===== config.mk =====
export PLATFORM = sky130hd
export DESIGN_NAME = cla_addsub_pipe
export DESIGN_NICKNAME = d
export VERILOG_FILES = /design/src/rtl/cla_addsub_pipe.sv
export SDC_FILE = /design/constraint.sdc
export NUM_CORES = 1
export LEC_CHECK = 0
export BUFFER_PORTS_ARGS = -buffer_cell sky130_fd_sc_hd__buf_4
export CAP_MARGIN = 30
export CORE_AREA = 10 10 60 67
export DETAILED_ROUTE_END_ITERATION = 7
export DIE_AREA = 0 0 70 77
export MAX_ROUTING_LAYER = met4
export PLACE_DENSITY = 0.88
export SYNTH_ARGS = -nofsm -noshare
export SYNTH_HDL_FRONTEND = slang
export SYNTH_SLANG_ARGS = --single-unit

===== constraint.sdc =====
create_clock -name clk -period 3.8 [get_ports clk]
set_input_delay 0.38 -clock clk [delete_from_list [all_inputs] [get_ports clk]]
set_output_delay 0.38 -clock clk [all_outputs]
set_load 0.01 [all_outputs]

===== src/rtl/cla_addsub_pipe.sv =====
// -----------------------------------------------------------------------------
// cla_addsub_pipe
//   Pipelined carry-lookahead adder/subtractor with valid/ready flow control.
//   The carry network is a radix-2 prefix tree of depth log2(WIDTH). Each
//   level merges pairs of adjacent blocks, so no ripple chain is longer than
//   2 bits. STAGES sets the register depth, and that depth is also the latency:
//     1 : output register only
//     2 : input register + output register
//     3 : input register + register after the g/p tree (carries) + output reg
//
// Ports
//   clk, rst_n            clock; synchronous active-low reset
//   in_valid / in_ready   operand beat handshake
//   op                    00 ADD x+y, 01 SUB x-y, 10 ADC x+y+ci, 11 SBC x+~y+ci
//   ci                    carry-in for ADC/SBC
//   x, y                  operands
//   out_valid / out_ready result handshake
//   sum, cout, ovf, zero  result and flags (cout=1 means no borrow for SUB/SBC)
//
// Handshake: a beat moves on an edge where valid && ready are both high.
//   Valid is never withdrawn by this unit once asserted.
//   Result fields hold stable while out_valid && !out_ready.
//   in_ready depends combinationally on out_ready, because there is no skid buffer.
// -----------------------------------------------------------------------------
module cla_addsub_pipe #(
  parameter int WIDTH  = 8,
  parameter int STAGES = 2
) (
  input  logic             clk,
  input  logic             rst_n,
  input  logic             in_valid,
  output logic             in_ready,
  input  logic [1:0]       op,
  input  logic             ci,
  input  logic [WIDTH-1:0] x,
  input  logic [WIDTH-1:0] y,
  output logic             out_valid,
  input  logic             out_ready,
  output logic [WIDTH-1:0] sum,
  output logic             cout,
  output logic             ovf,
  output logic             zero
);

  localparam int LEVELS = $clog2(WIDTH);
  localparam int LAST   = STAGES - 1;

  // ---------------------------------------------------------------------------
  // Stage occupancy and advance control.
  //   v[k]   : stage k holds a beat
  //   ld[k]  : stage k takes whatever is offered to it this cycle
  //   vin[k] : valid bit being offered to stage k
  // A stage may load when it is empty or when the stage after it is loading.
  // The chain starts at the output, which loads when it is empty or drained.
  // ---------------------------------------------------------------------------
  logic [STAGES-1:0] v;
  logic [STAGES-1:0] ld;
  logic [STAGES-1:0] vin;

  always_comb begin
    logic r;
    ld         = '0;
    r          = !v[LAST] || out_ready;
    ld[LAST]   = r;
    for (int k = STAGES - 2; k >= 0; k--) begin
      r     = !v[k] || r;
      ld[k] = r;
    end
  end

  always_comb begin
    vin    = '0;
    vin[0] = in_valid;
    for (int k = 1; k < STAGES; k++) begin
      vin[k] = v[k-1];
    end
  end

  assign in_ready  = ld[0];
  assign out_valid = v[LAST];

  always_ff @(posedge clk) begin
    if (!rst_n) begin
      v <= '0;
    end else begin
      for (int k = 0; k < STAGES; k++) begin
        if (ld[k]) v[k] <= vin[k];
      end
    end
  end

  // ---------------------------------------------------------------------------
  // Operand prep: subtraction inverts y, and carry-in comes from op/ci.
  // ---------------------------------------------------------------------------
  logic [WIDTH-1:0] prep_y;
  logic             prep_cin;

  always_comb begin
    prep_y   = y;
    prep_cin = 1'b0;
    case (op)
      2'b00: begin prep_y = y;  prep_cin = 1'b0; end
      2'b01: begin prep_y = ~y; prep_cin = 1'b1; end
      2'b10: begin prep_y = y;  prep_cin = ci;   end
      2'b11: begin prep_y = ~y; prep_cin = ci;   end
      default: ;
    endcase
  end

  // Input register (STAGES >= 2). Data registers load only with a real beat,
  // so their contents stay put while the stage is empty.
  logic [WIDTH-1:0] a_x;
  logic [WIDTH-1:0] a_y;
  logic             a_cin;

  if (STAGES >= 2) begin : g_in_reg
    always_ff @(posedge clk) begin
      if (ld[0] && vin[0]) begin
        a_x   <= x;
        a_y   <= prep_y;
        a_cin <= prep_cin;
      end
    end
  end else begin : g_in_comb
    assign a_x   = x;
    assign a_y   = prep_y;
    assign a_cin = prep_cin;
  end

  // ---------------------------------------------------------------------------
  // Prefix tree. After level l, bit i holds the group generate/propagate for
  // bits [base..i], where base is i with its low (l+1) bits cleared.
  // At each level, bits in the upper half of a block absorb the group that ends
  // at the top of the lower half. That bit (j) is not written at this level,
  // so updating the vectors in place is safe.
  // ---------------------------------------------------------------------------
  logic [WIDTH-1:0] t_p;
  logic [WIDTH:0]   t_c;

  always_comb begin
    logic [WIDTH-1:0] gg;
    logic [WIDTH-1:0] pp;
    int j;
    j   = 0;
    t_p = a_x ^ a_y;
    gg  = a_x & a_y;
    pp  = t_p;
    for (int l = 0; l < LEVELS; l++) begin
      for (int i = 0; i < WIDTH; i++) begin
        if (((i >> l) & 1) == 1) begin
          j     = ((i >> l) << l) - 1;
          gg[i] = gg[i] | (pp[i] & gg[j]);
          pp[i] = pp[i] & pp[j];
        end
      end
    end
    // Fold carry-in into each prefix to get the carry into every bit.
    t_c[0] = a_cin;
    for (int i = 0; i < WIDTH; i++) begin
      t_c[i+1] = gg[i] | (pp[i] & a_cin);
    end
  end

  // Middle register (STAGES == 3): holds the bit propagates and resolved carries.
  logic [WIDTH-1:0] b_p;
  logic [WIDTH:0]   b_c;

  if (STAGES == 3) begin : g_mid_reg
    always_ff @(posedge clk) begin
      if (ld[1] && vin[1]) begin
        b_p <= t_p;
        b_c <= t_c;
      end
    end
  end else begin : g_mid_comb
    assign b_p = t_p;
    assign b_c = t_c;
  end

  // Output register. It holds its last value whenever no new beat arrives.
  logic [WIDTH-1:0] res_sum;
  assign res_sum = b_p ^ b_c[WIDTH-1:0];

  always_ff @(posedge clk) begin
    if (!rst_n) begin
      sum  <= '0;
      cout <= 1'b0;
      ovf  <= 1'b0;
      zero <= 1'b0;
    end else if (ld[LAST] && vin[LAST]) begin
      sum  <= res_sum;
      cout <= b_c[WIDTH];
      ovf  <= b_c[WIDTH] ^ b_c[WIDTH-1];
      zero <= (res_sum == '0);
    end
  end

endmodule

; ---- After elaboration in Yosys (flattened, before gate mapping)
; Index checks and enable logic that the tools add are counted.
[op_classes]
eq_ne = 3
n_mux = 2
bitwise = 57
reduce_logical = 11
[ops]
columns = op, count
row1 = $and A1 B1 Y1, 32
row2 = $or A1 B1 Y1, 20
row3 = $pmux W8 S2, 1
row4 = $xor A8 B8 Y8, 2
row5 = $and A8 B8 Y8, 1
row6 = $logic_not A8 Y1, 1
row7 = $not A8 Y8, 1
row8 = $reduce_or A2 Y1, 3
row9 = $eq A2 B2 Y1 const B, 2
row10 = $pmux W1 S3, 1
row11 = $eq A2 B1 Y1 const B, 1
row12 = $logic_and A1 B1 Y1, 2
row13 = $logic_not A1 Y1, 2
row14 = $logic_not A2 Y1, 1
row15 = $logic_or A1 B1 Y1, 2
row16 = $xor A1 B1 Y1, 1
[totals]
regBits = 30
wordCells = 82

; ---- Logic depth before layout (Yosys ltp)
[logic_depth]
ltp_word = 10
ltp_mapped = 7

; ---- Worst setup path before layout
; Ideal clock, no wire load.
[synth_path]
path_type = register -> register
from = register a_x[0]
to = register zero
arrival_ns = 2.105
required_time_ns = 3.731
setup_slack_ns = 1.626
stages_incl_launch_ff = 8
n_path_buf = 0
period_less_slack_ns = 2.174
path_cell_list = edfxtp_1 -> ha_1 -> a21o_2 -> a221oi_2 -> o21bai_1 -> xor2_1 -> or4b_1 -> o21ai_1
[synth_via]
elab_chain_cells = 10
word_cells_on_any_way = 36
cone_classes = bitwise: 35 / reduce/logical: 1
[synth_rtl]
columns = item, line_no
row1 = start: declaration, 112  ; logic [WIDTH-1:0] a_x;
row2 = start signal: assignment, 119  ; a_x <= x;
row3 = $and A8 B8 Y8, 146  ; gg = a_x & a_y;
row4 = $and A1 B1 Y1, 152  ; gg[i] = gg[i] | (pp[i] & gg[j]);
row5 = $or A1 B1 Y1, 152
row6 = $and A1 B1 Y1, 152
row7 = $or A1 B1 Y1, 152
row8 = $and A1 B1 Y1, 152
row9 = $or A1 B1 Y1, 152
row10 = $or A1 B1 Y1, 160  ; t_c[i+1] = gg[i] | (pp[i] & a_cin);
row11 = $xor A8 B8 Y8 *, 182  ; assign res_sum = b_p ^ b_c[WIDTH-1:0];
row12 = $logic_not A8 Y1 *, 194  ; zero <= (res_sum == '0);
row13 = end signal: assignment, 194
row14 = end: declaration, 42  ; output logic zero
; Mark *: on every way between the ends. The rest lies on a longest branch, timed or not.
; A chain may end at the register's enable or synchronous reset.

; ---- Worst setup path in the final report
; Same ends and word-level chain as after synthesis.

==> impl_metrics.json <==
{
  "num_vias": 1031,
  "finalSetupTns_ps": 0,
  "grt_pass1_wl_mm": 4.69,
  "most-common-layout-cells": "buf_4, edfxtp_1, nand2_1",
  "async_flop_share_pct": 0,
  "clockRootBuffer": "clkbuf_4",
  "grt_max_degree": 18,
  "end_kind": "flop",
  "clock.fmax_mhz": 425,
  "fillers": 223,
  "drv_cap": 0,
  "grt_pass1_vias": 1112,
  "drt_wl_total_mm": 2.73,
  "finalSetupViolations": 0,
  "finalPower_mw": 0.704,
  "gp_congestion": 0.728,
  "clk_pin_slew_worst_paths_ps": 90,
  "power.leakage_nw": 0.764,
  "die_h_um": 77,
  "die_w_um": 70,
  "ctsHtreeMaxLevel": 2,
  "holdWs_ps": 235,
  "numCtsBuffers": 5,
  "yosys_warnings": 0,
  "clk_path_buf_depth": 2,
  "ys_types": 38,
  "dr.pass1.iters": 4,
  "hpwl_mm": 2.24,
  "grt_usage_pct": 10.6,
  "dr.first_iter.drc_count": 70,
  "r2r_slack_ps": 1450,
  "synth_seq_cells": 30,
  "antenna_found_initial": 0,
  "fp-row-count": 20,
  "fin_cells": 196,
  "worstPathMaxFanout": 3,
  "powerDensity_nw_per_um2": 392,
  "hold_viol": 0,
  "final_area_um2": 1800,
  "initial_utilization_pct": 53.9,
  "path_cells": "ha_1 > a21o_2 > a221oi_2 > o21bai_1 > xor2_1 > or4b_1 > o21ai_1",
  "cts_tree": "yes",
  "dpl.cell_count": 188,
  "clkSinkCount": 30,
  "cts_resized": 0,
  "cpPeakStageDelay_ps": 510,
  "synth_enable_flop_cells": 17,
  "status": "complete, no violations",
  "worst-endpoint-arrival_ps": 2600,
  "diodes": 0,
  "overflow": 0,
  "final.setup_skew_ps": 7.61,
  "drive_above_1_share_pct": 29.4,
  "tightest_slew_ps": 708,
  "startpoint_type": "flop",
  "synth_area_um2": 1460,
  "clkLatencyLatePin_ps": 320,
  "cp_slowest_cell": "or4b_1",
  "rsz0062_at_grt": "false",
  "yosysSeqAreaShare_pct": 52.9,
  "holdBufCountCts": 0,
  "crit_type": "reg -> reg",
  "wl_per_cell_um": 13.9,
  "syn_to_final_growth_pct": 23.2,
  "final_common_cell": "buf_4",
  "multi_input_area_um2": 667,
  "seq_area_um2": 771,
  "hold_path.class": "in -> reg",
  "synthCells": 124,
  "slew-limit-headroom_pct": 52.8,
  "place_area_um2": 1750,
  "core_region_area_um2": 2700,
  "ys.flop_type": "edfxtp_1",
  "pin_count": 36,
  "port_buffers": 35,
  "dieArea_um2": 5390,
  "slew_violations": 0,
  "avgViaCountPerCell": 5.26,
  "peakVddDrop_uv": 271,
  "drc": 0,
  "period_share_pct": 61.9,
  "crit_required_ps": 4050,
  "ant_nets": 0,
  "cts_setup_buffers": 0,
  "avgSynthCellArea_um2": 11.8,
  "synth_nets": 156,
  "fin_crit_ps": 2350,
  "num-nets-final": 194
}
==> critical path: cells and delay by family (launching register included) <==
| kind | cells | cell delay, ps |
|---|---|---|
| adder cells (fa/ha/maj) | 1 | 350 |
| AND/OR/NAND/NOR | 1 | 510 |
| XOR/XNOR | 1 | 160 |
| flip-flops | 1 | 440 |
| AO/OA/AOI/OAI | 4 | 820 |
==> cell type report <==
cell class | instances | area share [%]
flip-flops and latches | 30 | 42.9
multi-input cells | 89 | 37.1
repair buffers | 35 | 14.6
clock buffers | 6 | 2.30
well taps | 33 | 2.30
clock inverters | 2 | 0.488
inverters | 1 | 0.209
==> kinds of logic (layout without fill, tap and decap cells) <==
group | Yosys count | in the layout | synth area share [%]
AND/OR/NAND/NOR | 36 | 36 | 12.6
multiplexers | 1 | 1 | 0.772
buffers and inverters | 5 | 44 | 1.37
XOR/XNOR | 14 | 14 | 8.41
flip-flops | 30 | 30 | 52.9
AO/OA/AOI/OAI | 29 | 29 | 15.7
adder cells (fa/ha/maj) | 9 | 9 | 8.24
==> Yosys cell counts, drive strengths merged (2+ instances only) <==
cell type / instances / area (um2)
edfxtp: 17 / 510
nand2: 15 / 56.3
dfxtp: 13 / 260
xor2: 12 / 105
o21ai: 9 / 45.0
ha: 8 / 100
and2: 5 / 31.3
a21boi: 4 / 30.0
a21o: 3 / 25.0
a21oi: 3 / 15.0
clkbuf: 3 / 11.3
nor2: 3 / 11.3
a221oi: 2 / 41.3
nand3: 2 / 10.0
nor2b: 2 / 12.5
nor3: 2 / 10.0
or3: 2 / 12.5
xnor2: 2 / 17.5
==> through the flow <==
step / util, % / worst slack (ps)
final: 66.4 / 1450
after global routing: 66.4 / 1320
after CTS: 66.4 / 1450
after detailed placement: 64.6 / 1480
after global placement: 64.6 / 1570
after floorplan: - / 1630
==> metal layers <==
layer | part of all wire, % | GRT usage, % | vias to the layer above | wire length, um
li1 | - | - | 527 | -
met1 | 44 | 11.0 | 457 | 1200
met2 | 48 | 17.5 | 37 | 1310
met3 | 6.2 | 4.12 | 10 | 169
met4 | 1.9 | 4.55 | 0 | 51
met5 | 0 | - | - | 0
==> registers in the layout, indices dropped and copies added (netlist names) <==
signal / count
a_cin: 1
a_x: 8
a_y: 8
cout: 1
ovf: 1
sum: 8
v: 2
zero: 1
==> where the power goes <==
part           internal [mW]  leakage, nW  switching (mW)  total (mW)
Clock                 0.0693       0.0297          0.0999       0.169
Sequential             0.369        0.273          0.0107       0.380
Combinational         0.0776        0.462          0.0774       0.155
==> path summary, 6_finish.rpt <==
| path | from | end | cells after the start |
|---|---|---|---|
| hold / removal | x[3] | a_x[3]$_DFFE_PP_ | 1 |
| setup reg to reg | a_x[0]$_DFFE_PP_ | zero$_SDFFE_PN0P_ | 7 |
| hold reg to reg | sum[3]$_SDFFE_PN0P_ | sum[3]$_SDFFE_PN0P_ | 2 |
| setup / recovery | a_x[0]$_DFFE_PP_ | zero$_SDFFE_PN0P_ | 7 |
Power figures use the tool's default switching activity.
